$ cat config.mk
export PLATFORM = sky130hd
export DESIGN_NAME = reshape_cmd_sequencer_flat
export DESIGN_NICKNAME = d
export VERILOG_FILES = /design/src/rtl/reshape_cmd_sequencer_if.sv /design/src/rtl/reshape_cmd_sequencer.sv /design/src/flat_wrapper.sv
export SDC_FILE = /design/constraint.sdc
export NUM_CORES = 1
export LEC_CHECK = 0
export ABC_AREA = 0
export CORE_MARGIN = 4
export CORE_UTILIZATION = 55
export DETAILED_ROUTE_END_ITERATION = 10
export GPL_ROUTABILITY_DRIVEN = 0
export HOLD_SLACK_MARGIN = 0.15
export PLACE_DENSITY_LB_ADDON = 0.1
export SLEW_MARGIN = 0
export SYNTH_ARGS = -nofsm -noshare
export SYNTH_HDL_FRONTEND = slang
export SYNTH_SLANG_ARGS = --single-unit
$ cat constraint.sdc
create_clock -name clk -period 5.6 [get_ports clk]
set_input_delay 0.56 -clock clk [delete_from_list [all_inputs] [get_ports clk]]
set_output_delay 0.56 -clock clk [all_outputs]
set_load 0.05 [all_outputs]
$ cat src/rtl/reshape_cmd_sequencer_if.sv
// Command-push and reshape-controller signals of the reshape command sequencer.
// The master modport drives commands and controller status. The slave modport is the sequencer.
interface reshape_cmd_sequencer_if;
    logic       cmd_valid;
    logic [3:0] cmd_op;
    logic       cmd_ready;
    logic [3:0] Control_Reshape;
    logic [7:0] State;
    logic       Next_Reg;

    modport master (
        output cmd_valid,
        output cmd_op,
        output State,
        output Next_Reg,
        input  cmd_ready,
        input  Control_Reshape
    );

    modport slave (
        input  cmd_valid,
        input  cmd_op,
        input  State,
        input  Next_Reg,
        output cmd_ready,
        output Control_Reshape
    );
endinterface

$ cat src/rtl/reshape_cmd_sequencer.sv
// Purpose: queues one-hot reshape opcodes and steps the reshape controller through issue/run/release per command.
// Latency: opcode appears on Control_Reshape 1 cycle after IDLE/GAP sees seq_enable with a non-empty queue.
// Backpressure: cmd_ready drops while the queue is full, and pushes are ignored in that state; controller waits have no abort, only a sticky watchdog flag.
module reshape_cmd_sequencer #(
    parameter int FIFO_DEPTH = 8,
    parameter int ADDR_W     = 3,
    parameter int TIMEOUT    = 1048575
) (
    input  logic                      clk,
    input  logic                      rst,
    reshape_cmd_sequencer_if.slave    bus,
    input  logic                      seq_enable,
    input  logic                      err_clear,
    output logic                      busy,
    output logic                      done_pulse,
    output logic                      drain_irq,
    output logic [7:0]                cmd_count,
    output logic [ADDR_W:0]           fifo_level,
    output logic                      err_illegal,
    output logic                      err_timeout
);
    localparam int                WD_W     = $clog2(TIMEOUT + 1);
    localparam logic [ADDR_W:0]   FULL_LVL = (ADDR_W + 1)'(FIFO_DEPTH);
    localparam logic [WD_W-1:0]   WD_MAX   = WD_W'(TIMEOUT);

    typedef enum logic [2:0] {
        S_IDLE,
        S_ISSUE,
        S_WAIT_RUN,
        S_RELEASE,
        S_GAP
    } state_t;

    state_t              state_q, state_d;
    logic [3:0]          mem [FIFO_DEPTH];
    logic [ADDR_W-1:0]   wr_ptr, rd_ptr;
    logic                cmd_fire, op_onehot, push, pop, illegal_push;
    logic [3:0]          op_reg, op_d, ctrl_d;
    logic [WD_W-1:0]     wd_cnt, wd_d;
    logic                waiting, timeout_set;

    assign bus.cmd_ready = (fifo_level != FULL_LVL);
    assign cmd_fire      = bus.cmd_valid & bus.cmd_ready;
    assign op_onehot     = $onehot(bus.cmd_op);
    assign push          = cmd_fire & op_onehot;
    assign illegal_push  = cmd_fire & ~op_onehot;

    assign busy       = (state_q != S_IDLE);
    assign done_pulse = (state_q == S_GAP);
    assign drain_irq  = done_pulse && (fifo_level == '0);

    // Storage needs no reset; only pointers and level define validity.
    always_ff @(posedge clk) begin
        if (push) begin
            mem[wr_ptr] <= bus.cmd_op;
        end
    end

    always_ff @(posedge clk or posedge rst) begin
        if (rst) begin
            wr_ptr     <= '0;
            rd_ptr     <= '0;
            fifo_level <= '0;
        end else begin
            if (push) begin
                wr_ptr <= wr_ptr + 1'b1;
            end
            if (pop) begin
                rd_ptr <= rd_ptr + 1'b1;
            end
            case ({push, pop})
                2'b10:   fifo_level <= fifo_level + 1'b1;
                2'b01:   fifo_level <= fifo_level - 1'b1;
                default: fifo_level <= fifo_level;
            endcase
        end
    end

    always_comb begin
        state_d = state_q;
        pop     = 1'b0;
        case (state_q)
            S_IDLE: begin
                if (seq_enable && (fifo_level != '0)) begin
                    pop     = 1'b1;
                    state_d = S_ISSUE;
                end
            end
            S_ISSUE: begin
                if ((bus.State[3:0] == op_reg) && (bus.State[7:4] == 4'h0)) begin
                    state_d = S_WAIT_RUN;
                end
            end
            S_WAIT_RUN: begin
                if (bus.State == 8'h0F) begin
                    state_d = S_RELEASE;
                end
            end
            S_RELEASE: begin
                if (bus.Next_Reg) begin
                    state_d = S_GAP;
                end
            end
            S_GAP: begin
                if (seq_enable && (fifo_level != '0)) begin
                    pop     = 1'b1;
                    state_d = S_ISSUE;
                end else begin
                    state_d = S_IDLE;
                end
            end
            default: state_d = S_IDLE;
        endcase

        op_d = pop ? mem[rd_ptr] : op_reg;

        // Control_Reshape is registered, so it is derived from the state being entered.
        case (state_d)
            S_ISSUE:   ctrl_d = op_d;
            S_RELEASE: ctrl_d = 4'hF;
            default:   ctrl_d = 4'h0;
        endcase

        waiting = (state_q == S_ISSUE) || (state_q == S_WAIT_RUN) || (state_q == S_RELEASE);
        wd_d    = wd_cnt;
        if (state_d != state_q) begin
            wd_d = '0;
        end else if (waiting && (wd_cnt != WD_MAX)) begin
            wd_d = wd_cnt + 1'b1;
        end
        timeout_set = waiting && (state_d == state_q) && (wd_d == WD_MAX);
    end

    always_ff @(posedge clk or posedge rst) begin
        if (rst) begin
            state_q             <= S_IDLE;
            op_reg              <= 4'h0;
            bus.Control_Reshape <= 4'h0;
            wd_cnt              <= '0;
            cmd_count           <= 8'h00;
            err_illegal         <= 1'b0;
            err_timeout         <= 1'b0;
        end else begin
            state_q             <= state_d;
            op_reg              <= op_d;
            bus.Control_Reshape <= ctrl_d;
            wd_cnt              <= wd_d;
            if (state_q == S_GAP) begin
                cmd_count <= cmd_count + 8'h01;
            end
            // A new error in the same cycle as err_clear stays set.
            err_illegal <= (err_illegal & ~err_clear) | illegal_push;
            err_timeout <= (err_timeout & ~err_clear) | timeout_set;
        end
    end
endmodule

$ cat src/flat_wrapper.sv
// flat-port wrapper written by rule: the top's interface ports become plain ports
module reshape_cmd_sequencer_flat 
#(
    parameter int FIFO_DEPTH = 8,
    parameter int ADDR_W     = 3,
    parameter int TIMEOUT    = 1048575
)
  (clk, rst, seq_enable, err_clear, busy, done_pulse, drain_irq, cmd_count, fifo_level, err_illegal, err_timeout, bus_cmd_valid, bus_cmd_op, bus_State, bus_Next_Reg, bus_cmd_ready, bus_Control_Reshape);
  reshape_cmd_sequencer_if bus_i ();
  input  logic clk;
  input  logic rst;
  input  logic seq_enable;
  input  logic err_clear;
  output logic busy;
  output logic done_pulse;
  output logic drain_irq;
  output logic [7:0] cmd_count;
  output logic [ADDR_W:0] fifo_level;
  output logic err_illegal;
  output logic err_timeout;
  input wire logic [$bits(bus_i.cmd_valid)-1:0] bus_cmd_valid;
  input wire logic [$bits(bus_i.cmd_op)-1:0] bus_cmd_op;
  input wire logic [$bits(bus_i.State)-1:0] bus_State;
  input wire logic [$bits(bus_i.Next_Reg)-1:0] bus_Next_Reg;
  output wire logic [$bits(bus_i.cmd_ready)-1:0] bus_cmd_ready;
  output wire logic [$bits(bus_i.Control_Reshape)-1:0] bus_Control_Reshape;
  assign bus_i.cmd_valid = bus_cmd_valid;
  assign bus_i.cmd_op = bus_cmd_op;
  assign bus_i.State = bus_State;
  assign bus_i.Next_Reg = bus_Next_Reg;
  assign bus_cmd_ready = bus_i.cmd_ready;
  assign bus_Control_Reshape = bus_i.Control_Reshape;
  reshape_cmd_sequencer #(.FIFO_DEPTH(FIFO_DEPTH), .ADDR_W(ADDR_W), .TIMEOUT(TIMEOUT)) u_core (.clk(clk), .rst(rst), .bus(bus_i), .seq_enable(seq_enable), .err_clear(err_clear), .busy(busy), .done_pulse(done_pulse), .drain_irq(drain_irq), .cmd_count(cmd_count), .fifo_level(fifo_level), .err_illegal(err_illegal), .err_timeout(err_timeout));
endmodule
**Yosys cells after proc, flatten, opt, wreduce, memory -nomap -nowiden**

Memory sizes are Yosys's and may differ from the RTL's.
Index checks and enable logic that the tools add are counted.

- Register bits: 51
- Bits in latches: 0
- RAM bits: 32
- Memory bits (read-only): 0
- Input bits: 18
- Output and inout bits: 22
- Word-level logic and storage cells: 75
- Memories kept: 1

- Add/sub/neg operators: 9
- Multiply operators: 0
- Divide/modulo/power cells: 0
- $lt $le $gt $ge: 0
- Equality and inequality tests: 16
- Shift-type cells: 0
- Muxes and demuxes: 15
- Bitwise logic cells: 9
- Reduce and logical (&&, ||, !) cells: 15

Memory list:

| memory | depth | bits a word | read ports | clocked after memory_dff | write ports | line | source |
|---|---|---|---|---|---|---|---|
| u_core.mem | 8 | 4 | 1 | 0 | 1 | reshape_cmd_sequencer.sv:35 | `logic [3:0] mem [FIFO_DEPTH];` |

Operator list:

| cell | number |
|---|---|
| 20-bit 2-to-1 mux | 2 |
| 20-bit by 1-bit adder with 20-bit output (second input constant) | 1 |
| 20-bit == test (second input constant) | 1 |
| 20-bit != test (second input constant) | 1 |
| 4-bit case mux with 2 select lines | 2 |
| 3-bit case mux with 5 select lines | 1 |
| 3-bit 2-to-1 mux | 4 |
| 3-bit by 1-bit == test with 1-bit output (second input constant) | 3 |
| 3-bit by 2-bit == test with 1-bit output (second input constant) | 3 |
| 8-bit by 1-bit adder with 8-bit output (second input constant) | 1 |
| 8-bit by 4-bit == test with 1-bit output (second input constant) | 1 |
| 4-bit zero test | 2 |
| 3-bit by 1-bit adder with 3-bit output (second input constant) | 2 |
| 1-bit logical AND | 6 |
| 1-bit bitwise AND | 5 |
| 1-bit 2-to-1 mux | 5 |
| 1-bit by 1-bit adder with 2-bit output | 2 |
| 4-bit by 1-bit adder with 4-bit output (second input constant) | 1 |
| 4-bit == test | 1 |
| 4-bit 2-to-1 mux | 1 |
| 4-bit != test (second input constant) | 1 |
| 4-bit nonzero test | 1 |
| 4-bit by 1-bit subtractor with 4-bit output (second input constant) | 1 |
| 3-bit adder | 1 |
| 12 further kinds | 15 |

**Depth between registers and ports, before layout**

- Depth in word-level cells: 9
- Mapped depth: 12
- Gate-level depth less buffers: 12

**Worst setup path after synthesis**

OpenSTA, ideal clock, no wires.

- Path type: input to register
- Start: in bus_cmd_op[2]
- End: reg u_core.fifo_level[3]
- Library setup time: 0.145 ns
- Data arrival time: 3.142 ns
- Data required time: 5.455 ns
- Setup slack: 2.313 ns
- Cell stages on the path: 12
- Path buffers: 0
- Cells stage by stage: ha_1 > ha_1 > fa_1 > nor3b_1 > nand3_1 > ha_1 > ha_1 > a21o_1 > a21oi_1 > xnor2_1 > nor2_1 > xor2_1

- Cells in the longest elaborated chain, start to end: 6
- Elaborated cells on any way between the ends: 8
- Classes of those cells: 2 x add/sub; 3 x eq/ne; 1 x mux; 1 x bitwise; 1 x reduce/logical

Ends and longest elaborated chain:

| what | line | source |
|---|---|---|
| start, declared | flat_wrapper.sv:22 | `input wire logic [$bits(bus_i.cmd_op)-1:0] bus_cmd_op;` |
| 1-bit by 1-bit adder with 2-bit output (implied by the code) * | reshape_cmd_sequencer.sv:44 | `assign op_onehot = $onehot(bus.cmd_op);` |
| 3-bit adder (implied by the code) * | reshape_cmd_sequencer.sv:44 |  |
| 3-bit by 1-bit == test with 1-bit output * | reshape_cmd_sequencer.sv:44 |  |
| 1-bit bitwise AND * | reshape_cmd_sequencer.sv:45 | `assign push = cmd_fire & op_onehot;` |
| 2-bit by 1-bit == test with 1-bit output / 2-bit == test (equally long branches) | reshape_cmd_sequencer.sv:71 | `case ({push, pop})` |
| 4-bit case mux with 2 select lines / 2-bit nonzero test (equally long branches) | n/a |  |
| end signal, assigned | reshape_cmd_sequencer.sv:72 | `2'b10: fifo_level <= fifo_level + 1'b1;` |
| end signal, assigned | reshape_cmd_sequencer.sv:73 | `2'b01: fifo_level <= fifo_level - 1'b1;` |
| end signal, assigned | reshape_cmd_sequencer.sv:74 | `default: fifo_level <= fifo_level;` |
| end, declared | reshape_cmd_sequencer.sv:18 | `output logic [ADDR_W:0] fifo_level,` |

Every way passes the cells marked *; elsewhere a longest branch is shown, timed or not.
A chain may end at the register's enable or synchronous reset.

**Worst setup path after layout**

- Start: in bus_cmd_op[1]
- End: reg u_core.fifo_level[3]

The elaborated chain is that of the path after synthesis.

==> flow_summary_export.csv <==
group,metric,value,unit
status,status,"finished, final reports clean",
timing,clock_skew,9.31,ps
clocking,post_cts_buffers,0,
power_and_ir_drop,p_sw,746,uW
finish,stdcell_count,483,
setup_path,path_buf_inv,1,
clocking,clk_pin_slew,80,ps
finish,largest_reg_flops,32,
power_and_ir_drop,power.total,1.93,mW
setup_path,worstReg2RegStart,"u_core.wd_cnt[0]",
setup_path,cp.required,5840,ps
setup_path,cp_common_cell,"ha_1",
clocking,hold_buffers,0,
finish,nFillCells,558,
floorplanning,start_util,0.579,
run,drv_cap,0,
finish,regMostFlops,"u_core.mem",
route,vias,2700,
global_route,grt.total_usage,0.191,
global_route,grt_pass1_wl,12.8,mm
finish,antenna_cells,0,
clocking,cts_buffer_depth,2,
yosys,synth_commonest_cells,"dfrtp_1, nand2_1, edfxtp_1",
min_path,worstHoldStart,"u_core.cmd_count[7]",
setup_path,critPathCaptureType,"flip-flop",
yosys,synth_nets,372,
setup_path,crit_type,"input pin to flip-flop",
clocking,htreeDepth,3,
yosys,synthCells,342,
yosys,ys.flop_type,"dfrtp_1",
setup_path,reg2regPathDepth,8,
finish,top_regs,"u_core.mem x32, u_core.wd_cnt x20, u_core.cmd_count x8",
route,drtAntennaViolNets,0,
power_and_ir_drop,p_per_area,413,nW/um^2
clocking,cts_root_buf,"clkbuf_8",
finish,final_nets,412,
power_and_ir_drop,clock_power_share,0.199,
timing,rsz0062_at_grt,"false",
yosys,avgSynthCellArea,11.8,um^2
yosys,yosysSeqAreaShare,0.553,
route,wire_per_inst,15.7,um
timing,period_minus_slack,3790,ps
timing,setup_viol,0,
yosys,yosysWarnings,0,
power_and_ir_drop,p_sw_frac,0.386,
setup_path,worstPathCellList,"clkdlybuf4s50_1 -> ha_1 -> ha_1 -> fa_1 -> nor3b_1 -> nand3_1 -> ha_1 -> ha_1 -> a21o_1 -> a21oi_1 -> xnor2_1 -> nor2_1 -> xor2_1",
global_route,grt_max_degree,52,
yosys,synth.distinct_cells,59,
timing,finalCritPeriodShare,0.676,
route,dr.pass1.iters,4,
place,port_buffers,39,
place,dp.cells,467,
clocking,cts_tree,"done",
setup_path,crit_start,"bus_cmd_op[1]",
floorplanning,core,6980,um^2
power_and_ir_drop,ir_drop,0.406,mV
timing,worst_slew_pin_slew,1050,ps
clocking,clk-insertion-delay-late,350,ps
timing,slew_violations,0,
timing,hold_viol,0,
place,dpl.hpwl,5.47,mm
yosys,synth_edf_count,32,
route,wirelength,7.57,mm
power_and_ir_drop,power_frac_comb,0.346,
floorplanning,die_h,93.7,um
yosys,synth_top_area_cell,"dfrtp_1",
route,drc,0,
clocking,cts_sinks,83,
setup_path,cp_slowest_cell,"clkdlybuf4s50_1",
setup_path,crit_cells,13,
global_route,overflow,0,
min_path,hold_class,"flip-flop to flip-flop",
min_path,whs_path_depth,1,
power_and_ir_drop,p_seq_frac,0.455,
timing,holdWs,481,ps
global_route,grt_pass1_vias,2642,
route,routed_via_density,5.59,
floorplanning,ioPinCount,40,
finish,drive_above_1_share,0.0956,
setup_path,worstSetupStartpointType,"input pin",
clocking,cts_made_buffers,9,
setup_path,crit_arrival,4030,ps
timing,fin_ws,1810,ps
floorplanning,rows,30,
power_and_ir_drop,power.internal,1.19,mW
timing,setup_tns,0,ps
yosys,synth.area.top_cells,"dfrtp_1, edfxtp_1, xnor2_1, mux4_2, nand2_1",
yosys,synthArstFlopShare,0.614,
timing,relSlewSlack,0.300,
yosys,yosysTopAreaCellShare,0.316,
yosys,yosysMostFrequentCell,"dfrtp_1",
floorplanning,die_w,93.7,um
setup_path,slowest_delay,650,ps
yosys,synth_seq_cells,83,
setup_path,crit_family,"adder cells",
clocking,ctsResizeCount,0,
setup_path,path_max_fanout,9,
route,drt_iter0_markers,87,
floorplanning,die_area,8790,um^2
finish,area_growth,15.7,%
yosys,synth_area,4040,um^2
power_and_ir_drop,leakage,1.88,nW
timing,fmax,264,MHz
place,dp_worst_setup_slack,1440,ps
global_route,antenna_found_initial,0,
-- cells in the final DEF (no fill, tap or decap), drive strengths merged, types with 2 or more instances in the layout --
master	instances
clkdlybuf4s50	39
clkbuf	10
nand2	37
nand3	12
a21o	2
nand4	8
a21oi	7
nand2b	4
o21ai	14
edfxtp	32
dfrtp	51
o41ai	2
nand3b	3
or3	4
xor2	10
xnor2	22
or3b	2
mux4	8
o21a	4
a31oi	2
a211o	2
nor3	10
mux2i	6
fa	2
o22ai	2
inv	15
clkinv	3
a211oi	2
a21bo	2
and4	3
nor4	3
and3	3
ha	10
or4	2
nor2	31
-- power by group through the flow --
stage | Combinational [mW] | Clock, mW | Sequential, mW
final | 0.669 | 0.385 | 0.878
after global routing | 0.735 | 0.421 | 0.901
after CTS | 0.678 | 0.396 | 0.880
after detailed placement | 0.674 | 0 | 0.891
after global placement | 0.658 | 0 | 0.890
after floorplan | 0.427 | 0 | 0.941
-- cell type report --
cell class	count	area, um^2	area share
inverter	13	48.8	0.0104
tap	96	120	0.0257
sequential	83	2240	0.478
clock inverter	6	47.5	0.0102
timing repair buffer	39	390	0.0834
multi-input combinational	236	1710	0.365
clock buffer	10	128	0.0273
-- kinds of logic after synthesis --
group           share of synthesized area
buf+inv                            0.0244
mux                                0.0622
simple gates                        0.168
fa+ha+maj                          0.0409
flops                               0.553
xor+xnor                           0.0693
compound gates                     0.0814
-- through the flow --
stage	area (um^2)	util
final	4680	0.670
after global routing	4680	0.670
after CTS	4680	0.670
after detailed placement	4500	0.645
after global placement	4500	0.645
after floorplan	4040	-
-- metal layers --
metal / up-vias / routed length (um) / GRT usage
met5: - / 0 / 0
met4: 0 / 90 / 0.0542
met3: 8 / 258 / 0.0481
met2: 48 / 3930 / 0.338
met1: 1321 / 3290 / 0.232
li1: 1323 / - / -
-- worst paths after layout --
| check | endpoint | slack, ps |
|---|---|---|
| max | u_core.fifo_level[3] | 1810 |
| min | u_core.cmd_count[7] | 480 |
| max reg2reg | u_core.err_timeout | 2660 |
| min reg2reg | u_core.cmd_count[7] | 480 |
| max in group asynchronous | u_core.wd_cnt[10] | 4170 |
| min in group asynchronous | u_core.wd_cnt[5] | 780 |
(Power assumes the default switching activity.)
